## src/rtl/alu_muldiv_seq.sv

```systemverilog
// ---------------------------------------------------------------------------
// alu_muldiv_seq
//
// Multi-cycle multiply/divide sequencer. It has no adder of its own. Each
// iteration drives the shared 16-bit ALU and uses its combinational result in
// the same cycle. MUL is shift-and-add and produces a 2*WIDTH product. DIV is
// restoring division and produces a quotient and a remainder. The pipeline
// stalls while o_busy is high.
//
// Configuration macro: ALU_MULDIV_SIGNED_EN
//   When it is defined, op[1]=1 selects signed two's-complement operation.
//   The PREP state turns the operands into magnitudes. The FIXUP state
//   negates the results. Both states do their negations on the ALU.
//   When it is undefined, op[1] is ignored and all operations are unsigned.
//
// Ports
//   i_clk, i_rst          clock (rising edge), asynchronous active-high reset
//   i_start               command strobe, accepted only in IDLE
//   i_op                  [0]: 0=MUL 1=DIV, [1]: signed select
//   i_a, i_b              multiplicand/dividend and multiplier/divisor
//   o_busy                high from the accepting edge until DONE
//   o_done                one-cycle completion pulse
//   o_div0                set with done when a DIV had a zero divisor
//   o_res_hi, o_res_lo    MUL: product high/low, DIV: remainder/quotient
//   o_alu_*               drive for the shared ALU (always an add)
//   i_alu_Out, i_alu_Cfl  ALU sum and raw carry-out
// ---------------------------------------------------------------------------
module alu_muldiv_seq #(
    parameter int WIDTH = 16,
    parameter int CNT_W = 5
) (
    input  logic             i_clk,
    input  logic             i_rst,
    input  logic             i_start,
    input  logic [1:0]       i_op,
    input  logic [WIDTH-1:0] i_a,
    input  logic [WIDTH-1:0] i_b,
    output logic             o_busy,
    output logic             o_done,
    output logic             o_div0,
    output logic [WIDTH-1:0] o_res_hi,
    output logic [WIDTH-1:0] o_res_lo,
    output logic [WIDTH-1:0] o_alu_InA,
    output logic [WIDTH-1:0] o_alu_InB,
    output logic             o_alu_Cin,
    output logic [3:0]       o_alu_Oper,
    output logic             o_alu_invA,
    output logic             o_alu_invB,
    output logic             o_alu_sign,
    input  logic [WIDTH-1:0] i_alu_Out,
    input  logic             i_alu_Cfl
);

`ifdef ALU_MULDIV_SIGNED_EN
    typedef enum logic [2:0] {S_IDLE, S_RUN, S_DONE, S_PREP, S_FIXUP} state_t;
`else
    typedef enum logic [1:0] {S_IDLE, S_RUN, S_DONE} state_t;
`endif

    state_t           r_state, w_nextState;
    logic [CNT_W-1:0] r_cnt;
    logic [WIDTH:0]   r_acc;
    logic [WIDTH-1:0] r_lo;
    logic [WIDTH-1:0] r_md;
    logic             r_isDiv;
    logic             r_div0;
    logic [WIDTH:0]   w_divT;
    logic             w_divOk;
    logic             w_divZero;
    logic             w_lastIter;

`ifdef ALU_MULDIV_SIGNED_EN
    // Pending negations: operands in PREP, result halves in FIXUP.
    logic r_prepLo, r_prepMd, r_fixLo, r_fixHi, r_carry;
    logic w_sA, w_sB;
    assign w_sA = i_op[1] & i_a[WIDTH-1];
    assign w_sB = i_op[1] & i_b[WIDTH-1];
`else
    logic w_unusedOpSigned;
    assign w_unusedOpSigned = i_op[1];
`endif

    // The restoring-division trial value is the partial remainder shifted
    // left with the next dividend bit. Its top bit means the subtraction
    // cannot borrow, whatever the ALU carry says.
    assign w_divT     = {r_acc[WIDTH-1:0], r_lo[WIDTH-1]};
    assign w_divOk    = i_alu_Cfl | w_divT[WIDTH];
    assign w_divZero  = i_op[0] && (i_b == '0);
    assign w_lastIter = (r_cnt == CNT_W'(WIDTH - 1));

    assign o_alu_Oper = 4'b0100;
    assign o_alu_invA = 1'b0;
    assign o_alu_sign = 1'b0;
    assign o_div0     = r_div0;
    assign o_res_hi   = r_acc[WIDTH-1:0];
    assign o_res_lo   = r_lo;

    // State register.
    always_ff @(posedge i_clk or posedge i_rst) begin
        if (i_rst) r_state <= S_IDLE;
        else       r_state <= w_nextState;
    end

    // Next-state logic. A zero divisor skips the iterations entirely. A start
    // seen in DONE is dropped because DONE always returns to IDLE first.
    always_comb begin
        w_nextState = r_state;
        case (r_state)
            S_IDLE: begin
                if (i_start) begin
                    if (w_divZero)       w_nextState = S_DONE;
`ifdef ALU_MULDIV_SIGNED_EN
                    else if (w_sA | w_sB) w_nextState = S_PREP;
`endif
                    else                 w_nextState = S_RUN;
                end
            end
`ifdef ALU_MULDIV_SIGNED_EN
            S_PREP:  w_nextState = (r_prepLo & r_prepMd) ? S_PREP : S_RUN;
            S_FIXUP: w_nextState = (r_fixLo & r_fixHi) ? S_FIXUP : S_DONE;
`endif
            S_RUN: begin
                if (w_lastIter) begin
`ifdef ALU_MULDIV_SIGNED_EN
                    w_nextState = (r_fixLo | r_fixHi) ? S_FIXUP : S_DONE;
`else
                    w_nextState = S_DONE;
`endif
                end
            end
            S_DONE:  w_nextState = S_IDLE;
            default: w_nextState = S_IDLE;
        endcase
    end

    // Output logic: status flags and ALU drive. Every negation is computed
    // as 0 + ~x + 1. The high half of a product negation chains the carry
    // from the low half.
    always_comb begin
        o_busy     = 1'b0;
        o_done     = 1'b0;
        o_alu_InA  = '0;
        o_alu_InB  = '0;
        o_alu_Cin  = 1'b0;
        o_alu_invB = 1'b0;
        case (r_state)
            S_RUN: begin
                o_busy    = 1'b1;
                o_alu_InB = r_md;
                if (r_isDiv) begin
                    o_alu_InA  = w_divT[WIDTH-1:0];
                    o_alu_invB = 1'b1;
                    o_alu_Cin  = 1'b1;
                end else begin
                    o_alu_InA = r_acc[WIDTH-1:0];
                end
            end
`ifdef ALU_MULDIV_SIGNED_EN
            S_PREP: begin
                o_busy     = 1'b1;
                o_alu_InB  = r_prepLo ? r_lo : r_md;
                o_alu_invB = 1'b1;
                o_alu_Cin  = 1'b1;
            end
            S_FIXUP: begin
                o_busy     = 1'b1;
                o_alu_InB  = r_fixLo ? r_lo : r_acc[WIDTH-1:0];
                o_alu_invB = 1'b1;
                o_alu_Cin  = r_fixLo | r_isDiv | r_carry;
            end
`endif
            S_DONE:  o_done = 1'b1;
            default: ;
        endcase
    end

    // Datapath. The operand and result registers are shared. The result
    // outputs are the iteration registers themselves, so they hold from DONE
    // until the next accepted start reloads them.
    always_ff @(posedge i_clk or posedge i_rst) begin
        if (i_rst) begin
            r_cnt   <= '0;
            r_acc   <= '0;
            r_lo    <= '0;
            r_md    <= '0;
            r_isDiv <= 1'b0;
            r_div0  <= 1'b0;
`ifdef ALU_MULDIV_SIGNED_EN
            r_prepLo <= 1'b0;
            r_prepMd <= 1'b0;
            r_fixLo  <= 1'b0;
            r_fixHi  <= 1'b0;
            r_carry  <= 1'b0;
`endif
        end else begin
            case (r_state)
                S_IDLE: begin
                    if (i_start) begin
                        r_cnt   <= '0;
                        r_isDiv <= i_op[0];
                        r_div0  <= w_divZero;
                        if (w_divZero) begin
                            r_acc <= {1'b0, i_a};
                            r_lo  <= '1;
                        end else begin
                            r_acc <= '0;
                            r_lo  <= i_op[0] ? i_a : i_b;
                            r_md  <= i_op[0] ? i_b : i_a;
                        end
`ifdef ALU_MULDIV_SIGNED_EN
                        r_prepLo <= i_op[0] ? w_sA : w_sB;
                        r_prepMd <= i_op[0] ? w_sB : w_sA;
                        r_fixLo  <= w_sA ^ w_sB;
                        r_fixHi  <= i_op[0] ? w_sA : (w_sA ^ w_sB);
`endif
                    end
                end
                S_RUN: begin
                    r_cnt <= r_cnt + 1'b1;
                    if (r_isDiv) begin
                        r_acc <= w_divOk ? {1'b0, i_alu_Out} : {1'b0, w_divT[WIDTH-1:0]};
                        r_lo  <= {r_lo[WIDTH-2:0], w_divOk};
                    end else if (r_lo[0]) begin
                        {r_acc, r_lo} <= {i_alu_Cfl, i_alu_Out, r_lo} >> 1;
                    end else begin
                        // The top bit of acc is always 0 between multiply steps.
                        {r_acc, r_lo} <= {r_acc, r_lo} >> 1;
                    end
                end
`ifdef ALU_MULDIV_SIGNED_EN
                S_PREP: begin
                    if (r_prepLo) begin
                        r_lo     <= i_alu_Out;
                        r_prepLo <= 1'b0;
                    end else begin
                        r_md     <= i_alu_Out;
                        r_prepMd <= 1'b0;
                    end
                end
                S_FIXUP: begin
                    if (r_fixLo) begin
                        r_lo    <= i_alu_Out;
                        r_carry <= i_alu_Cfl;
                        r_fixLo <= 1'b0;
                    end else begin
                        r_acc   <= {1'b0, i_alu_Out};
                        r_fixHi <= 1'b0;
                    end
                end
`endif
                default: ;
            endcase
        end
    end

endmodule

```

## config.mk

```make
export PLATFORM = sky130hd
export DESIGN_NAME = alu_muldiv_seq
export DESIGN_NICKNAME = d
export VERILOG_FILES = /design/src/rtl/alu_muldiv_seq.sv
export SDC_FILE = /design/constraint.sdc
export NUM_CORES = 1
export LEC_CHECK = 0
export BUFFER_PORTS_ARGS = -buffer_cell sky130_fd_sc_hd__clkbuf_2
export CAP_MARGIN = 0
export CORE_ASPECT_RATIO = 1.2
export CORE_MARGIN = 10
export CORE_UTILIZATION = 44
export CTS_BUF_LIST = sky130_fd_sc_hd__clkbuf_8
export DETAILED_ROUTE_END_ITERATION = 10
export GPL_TIMING_DRIVEN = 0
export PLACE_DENSITY = 0.67
export REMOVE_ABC_BUFFERS = 1
export SYNTH_ARGS = -nofsm -noshare
export SYNTH_HDL_FRONTEND = slang
export SYNTH_SLANG_ARGS = --single-unit
export TNS_END_PERCENT = 100
```

## constraint.sdc

```tcl
create_clock -name i_clk -period 2.6 [get_ports i_clk]
set_input_delay 0.65 -clock i_clk [delete_from_list [all_inputs] [get_ports i_clk]]
set_output_delay 0.65 -clock i_clk [all_outputs]
set_load 0.1 [all_outputs]
```

## After elaboration in Yosys (flattened, before gate mapping)

Index checks and enable logic that the tools add are counted.

- Bits of input ports: 54
- Output and inout bits: 75
- Register bits: 58

- Reductions and logical operators: 8
- Add/subtract/negate cells: 1
- Equal/unequal tests: 5
- Bitwise logic cells: 2
- Mux-type cells: 26

Operator list:

| cell | number |
|---|---|
| 16-bit 2-to-1 mux | 13 |
| 17-bit one-hot mux with 2 select lines | 1 |
| 16-bit one-hot mux with 2 select lines | 1 |
| 17-bit 2-to-1 mux | 1 |
| 16-bit zero test | 1 |
| 5-bit one-hot mux with 2 select lines | 1 |
| 2-bit 2-to-1 mux | 3 |
| 2-bit AND reduction | 3 |
| 5-bit by 1-bit adder with 5-bit output (second input constant) | 1 |
| 5-bit by 4-bit == test with 1-bit output (second input constant) | 1 |
| 5-bit 2-to-1 mux | 1 |
| 1-bit 2-to-1 mux | 4 |
| 2-bit inequality test (second input constant) | 2 |
| 2-bit one-hot mux with 2 select lines | 1 |
| 3-bit AND reduction | 1 |
| 2-bit by 1-bit == test with 1-bit output (second input constant) | 1 |
| 2-bit == test (second input constant) | 1 |
| 2-bit zero test | 1 |
| 2-bit nonzero test | 1 |
| 1-bit logical AND | 1 |
| 1-bit inverter | 1 |
| 1-bit bitwise OR | 1 |

## Logic depth before layout (Yosys ltp)

Gate-level depths: netlist of the first run.

- Depth in word-level cells: 5
- Gate-level depth with buffers: 7
- Mapped depth without buffers: 5

## Worst setup path after synthesis of the first run

No wires, ideal clock.

- Path kind: register to output
- From: reg r_state[1]
- To: out o_alu_InB[10]
- Stages on the path, launching flop included: 6
- Arrival time: 2.710 ns
- Setup slack: -0.760 ns
- Data required time: 1.950 ns
- Path buffers: 2
- Path through: dfrtp_1 > nand2b_1 > clkbuf_1 > inv_1 > clkbuf_1 > and2_1

- Longest elaborated chain between the ends: 2

RTL lines:

| item | line | RTL |
|---|---|---|
| from (decl) | 60 | `state_t r_state, w_nextState;` |
| from (signal assigned) | 101 | `else r_state <= w_nextState;` |
| 2-bit by 1-bit == test with 1-bit output | 146 | `case (r_state)` |
| 16-bit 2-to-1 mux | 146 |  |
| to (decl) | 44 | `output logic [WIDTH-1:0] o_alu_InB,` |

Every way passes these cells.

## Final worst setup path of the first run

- From: reg r_isDiv
- To: out o_alu_invB

- Longest elaborated chain between the ends: 2

RTL lines:

| item | line | RTL |
|---|---|---|
| from (decl) | 65 | `logic r_isDiv;` |
| from (signal assigned) | 200 | `r_isDiv <= i_op[0];` |
| 1-bit 2-to-1 mux | 150 | `if (r_isDiv) begin` |
| 1-bit 2-to-1 mux | 146 |  |
| to (decl) | 48 | `output logic o_alu_invB,` |

Every way passes these cells.

==> results of run 1 <==
==> cell usage after synthesis <==
master,n
and2_1,17
a41oi_1,1
nand2_1,30
or4_1,2
mux2i_1,47
nand2b_1,2
buf_6,3
clkbuf_1,22
o21a_1,13
a21oi_1,30
buf_4,8
o21ai_0,21
nor2_1,23
nor4_2,2
mux2_2,33
buf_2,5
a32o_1,1
o211ai_1,1
conb_1,2
o21ai_1,8
mux2_4,13
a211o_1,13
xor2_1,1
a32oi_1,3
o311ai_0,2
a21oi_2,1
o21bai_1,2
and3_1,1
o22ai_1,16
nor2b_1,2
ha_1,2
a22oi_1,12
dfrtp_1,57
inv_1,6
buf_1,3
nand3_1,3
or4b_1,1
==> final timing paths <==
kind / endpoint / slack, ps / cells after the start
max: o_alu_invB / 70 / 3
min: r_md[2] / 380 / 2
max reg2reg: r_acc[15] / 570 / 9
min reg2reg: o_div0 / 490 / 2
max in group asynchronous: r_md[11] / 1640 / 3
min in group i_clk: o_div0 / 490 / 2
==> cell type report <==
cell class,instances,share of cell area
tap,117,0.0296
timing repair inverter,3,0.00405
timing repair buffer,133,0.168
multi-input combinational,309,0.467
sequential,57,0.290
inverter,6,0.00608
clock buffer,11,0.0306
clock inverter,5,0.00456
==> metal layers <==
layer | up-vias | part of all wire
met3 | 20 | 0.080
met2 | 117 | 0.50
met5 | - | 0
met4 | 0 | 0.025
met1 | 1675 | 0.40
li1 | 1703 | -
==> flip-flops by register name (all words and copies together), names as in the netlist <==
name / flops
r_acc: 16
o_div0: 1
o_res_lo: 16
r_isDiv: 1
r_md: 16
r_state: 2
r_cnt: 5
==> through the flow <==
stage / TNS, ps / std cells / setup slack (ps)
2_1_floorplan: -41710 / 372 / -2500
3_3_place_gp: -97390 / 610 / -1800
3_5_place_dp: -31100 / 613 / -703
4_1_cts: 0 / 639 / 10.3
5_1_grt: 0 / 641 / 48.2
6_report: 0 / 641 / 73.2
==> cell usage in the layout (no fill, tap or decap), types with 7 or more instances in the layout <==
cell type,synthesis,final
mux2_2,33,33
nor2_1,23,23
o21a_1,13,13
buf_4,8,7
a22oi_1,12,12
a21oi_1,30,30
mux2i_1,47,47
dfrtp_1,57,54
clkbuf_4,0,19
and2_1,17,17
o22ai_1,16,16
clkbuf_2,0,101
mux2_4,13,13
o21ai_1,8,8
nand2_1,30,29
a211o_1,13,13
o21ai_0,21,21
clkbuf_8,0,12
==> cell families (layout without fill, tap and decap cells) <==
family	count (synthesis)	in the layout	share of synthesized area
AO/OA/AOI/OAI	124	124	0.201
multiplexers	93	93	0.264
AND/OR/NAND/NOR	83	83	0.102
flip-flops	57	57	0.363
buffers and inverters	47	158	0.0598
adder cells (fa/ha/maj)	2	2	0.00636
other	2	6	0.00191
XOR/XNOR	1	1	0.00223
==> repair_timing <==
item	in CTS	in global routing
setup buffers	6	2
setup endpoints to repair	83	18
hold buffers	0	0
gates resized for setup	30	1
cloned	4	0
==> impl_metrics.json, run 1 <==
{
  "whs_ps": 377,
  "clock_path_buffers": 2,
  "skew_ps": 4.60,
  "fin_crit_ps": 2530,
  "final_nets": 575,
  "start_kind": "register",
  "firstDrtPassIters": 4,
  "gp_congestion": 0.810,
  "status": "finished clean",
  "area_delta_synth_final_pct": 25.6,
  "synth.largest_area_cell": "dfrtp_1",
  "grtUsageMet2": 0.316,
  "cts_buffers": 9,
  "ys_seq_area_frac": 0.363,
  "diodes": 0,
  "wl_per_cell_um": 19.2,
  "port_buffers": 121,
  "overflow": 0,
  "crit_path_max_incr_delay_ps": 670,
  "synth_area_sq_um": 3930,
  "path_delay_family": "flip-flops",
  "clock-sinks": 57,
  "antenna_found_initial": 0,
  "crit_required_ps": 1950,
  "synth.distinct_cells": 37,
  "register_area_sq_um": 1430,
  "nFillCells": 803,
  "drc": 0,
  "utilization": 0.571,
  "die_x_um": 106,
  "slowest_stage": "dfrtp_4",
  "crit_fanout": 21,
  "synthTopCellsByArea": "dfrtp_1 (36%), mux2i_1 (12%), mux2_2 (9.4%), mux2_4 (5.0%), a21oi_1 (3.8%)",
  "synth_warnings": 0,
  "crit_chain": "clkinvlp_4 > nor2_1 > clkbuf_4",
  "grt_pass1_wl_um": 19500,
  "fin_area_sq_um": 4940,
  "antenna_left": 0,
  "routed_wl_um": 12300,
  "endpoint_kind": "primary output",
  "die_h_um": 124,
  "hold_viol_final": 0,
  "path_buf_inv": 2,
  "drtIter0Drc": 176,
  "io_pins": 129,
  "ys_ff_latch": 57,
  "path_clk_slew_ps": 60,
  "layout-drive-gt1-share": 0.397,
  "grt_max_degree": 35,
  "dieArea_sq_um": 13100,
  "crit_type": "register to primary output",
  "met1_usage": 0.209,
  "first_global_vias": 3642,
  "multi_input_area_sq_um": 2310,
  "placedInstanceArea_sq_um": 4560,
  "slew_viol_final": 0,
  "grt_usage": 0.184,
  "vias": 3515,
  "max_clock_freq_mhz": 396,
  "top_usage_layer": "met2",
  "clkLatencyLatePin_ps": 330,
  "cts_tree": "built",
  "post-route-period-util": 0.972,
  "coreArea_sq_um": 8660,
  "crit_start": "r_isDiv",
  "cp.arrival_ps": 1880,
  "vias_per_cell": 5.48,
  "num_rows": 37,
  "hp-class": "primary input to async pin",
  "h-tree-depth": 3,
  "maxCapViolCount": 0,
  "grt_util_met3": 0.0521,
  "relSlewSlack": 0.165,
  "finalSetupViolCount": 0,
  "syn_area_per_cell_sq_um": 9.61,
  "grt_setup_unrepaired": "false",
  "r2r-start": "r_state[0]",
  "synth_top_area_frac": 0.363,
  "initial_utilization": 0.454,
  "dp_hpwl_um": 8400,
  "worst_slew_pin_slew_ps": 1250,
  "syn_inst": 409,
  "cts_root_buffer": "clkbuf_8"
}
Power of run 1 is left out: the tool's default activity adds up to more than one toggle a clock period on the data nets, which glitch-free logic cannot reach.
==> inputs of run 2 (changes only) <==
CAP_MARGIN = 20   (was 0)
CORE_UTILIZATION = 53   (was 44)
PLACE_DENSITY = 0.79   (was 0.67)
==> impl_metrics.json, run 2 (synthesis gave the netlist of run 1 again) <==
{
  "status": "finished clean",
  "layout-drive-gt1-share": 0.392,
  "crit_required_ps": 1950,
  "maxCapViolCount": 0,
  "relSlewSlack": 0.303,
  "area_delta_synth_final_pct": 24.3,
  "crit_fanout": 21,
  "vias": 3617,
  "port_buffers": 121,
  "final_nets": 574,
  "grt_pass1_wl_um": 20200,
  "cts_root_buffer": "clkbuf_8",
  "crit_chain": "clkinvlp_4 > nor2_1 > clkbuf_4",
  "clock-sinks": 57,
  "slew_viol_final": 0,
  "slowest_stage": "dfrtp_4",
  "dieArea_sq_um": 11300,
  "drtIter0Drc": 194,
  "die_x_um": 98.6,
  "drc": 0,
  "gp_congestion": 0.839,
  "grt_usage": 0.218,
  "clkLatencyLatePin_ps": 330,
  "skew_ps": 6.04,
  "coreArea_sq_um": 7230,
  "fin_crit_ps": 2540,
  "firstDrtPassIters": 5,
  "io_pins": 129,
  "endpoint_kind": "primary output",
  "hp-class": "primary input to async pin",
  "crit_type": "register to primary output",
  "antenna_found_initial": 0,
  "grt_setup_unrepaired": "false",
  "crit_path_max_incr_delay_ps": 670,
  "whs_ps": 404,
  "clock_path_buffers": 2,
  "path_clk_slew_ps": 60,
  "routed_wl_um": 12500,
  "wl_per_cell_um": 20.5,
  "first_global_vias": 3892,
  "cp.arrival_ps": 1890,
  "h-tree-depth": 3,
  "cts_buffers": 9,
  "grt_max_degree": 35,
  "max_clock_freq_mhz": 394,
  "die_h_um": 114,
  "initial_utilization": 0.544,
  "vias_per_cell": 5.93,
  "worst_slew_pin_slew_ps": 1040,
  "dp_slack_ps": -705,
  "overflow": 0,
  "mostFrequentLayoutCells": "clkbuf_2 (102), dfrtp_1 (54), mux2i_1 (47), mux2_2 (33), a21oi_1 (30)",
  "start_kind": "register",
  "hold_viol_final": 0,
  "worst_slack_ps": 62.4,
  "num_rows": 34,
  "diodes": 0,
  "final_common_cell": "clkbuf_2",
  "antenna_left": 0,
  "finalSetupViolCount": 0,
  "dp_hpwl_um": 8520,
  "cts_tree": "built",
  "post-route-period-util": 0.976
}
[run 2: what timing repair did]
item                                    in CTS  in global routing
cloned                                       4                  0
setup buffers                                5                  0
gates resized for setup                     28                  1
pin swaps                                    0                  0
hold buffers                                 0                  0
endpoints found under the setup margin      84                  1
[run 2: layout make-up]
| class | count | area (sq um) |
|---|---|---|
| fill | 599 | 2340 |
| clock inverter | 1 | 3.75 |
| tap | 90 | 113 |
| timing repair buffer | 132 | 820 |
| sequential | 57 | 1430 |
| inverter | 6 | 30.0 |
| multi-input combinational | 309 | 2300 |
| timing repair inverter | 3 | 20.0 |
| clock buffer | 12 | 165 |
[run 2: worst paths after layout]
check | start | end | cells past startpoint | slack, ps
worst min-delay path | i_rst | r_md[2] | 2 | 400
worst max register to register | r_acc[15] | r_acc[12] | 4 | 640
min in group i_clk | r_md[12] | r_md[12] | 1 | 500
max in group asynchronous | i_rst | r_md[13] | 3 | 1590
worst max-delay path | r_isDiv | o_alu_Cin | 3 | 60
worst min register to register | r_md[12] | r_md[12] | 1 | 500
[run 2: through the flow]
| stage | cells | TNS, ps | area, sq um | util |
|---|---|---|---|---|
| 5_1_grt | 610 | 0 | 4890 | 0.676 |
| 3_5_place_dp | 588 | -32470 | 4550 | 0.629 |
| 3_3_place_gp | 583 | -89200 | 4450 | 0.616 |
| 2_1_floorplan | 372 | -41710 | 3730 | - |
| 6_report | 610 | 0 | 4890 | 0.676 |
| 4_1_cts | 610 | 0 | 4890 | 0.676 |
[run 2: critical path: cells and delay by family (launching register included)]
family | cells | cell delay (ps)
buffers and inverters | 2 | 610
AND/OR/NAND/NOR | 1 | 270
flip-flops | 1 | 670
[run 2: per-layer routing]
layer,part of all wire,vias up,global-route usage
met2,0.51,156,0.372
met3,0.069,25,0.0537
met5,0,-,0
met1,0.40,1732,0.251
li1,-,1704,-
met4,0.028,0,0.100
Power of run 2 is left out for the same reason.
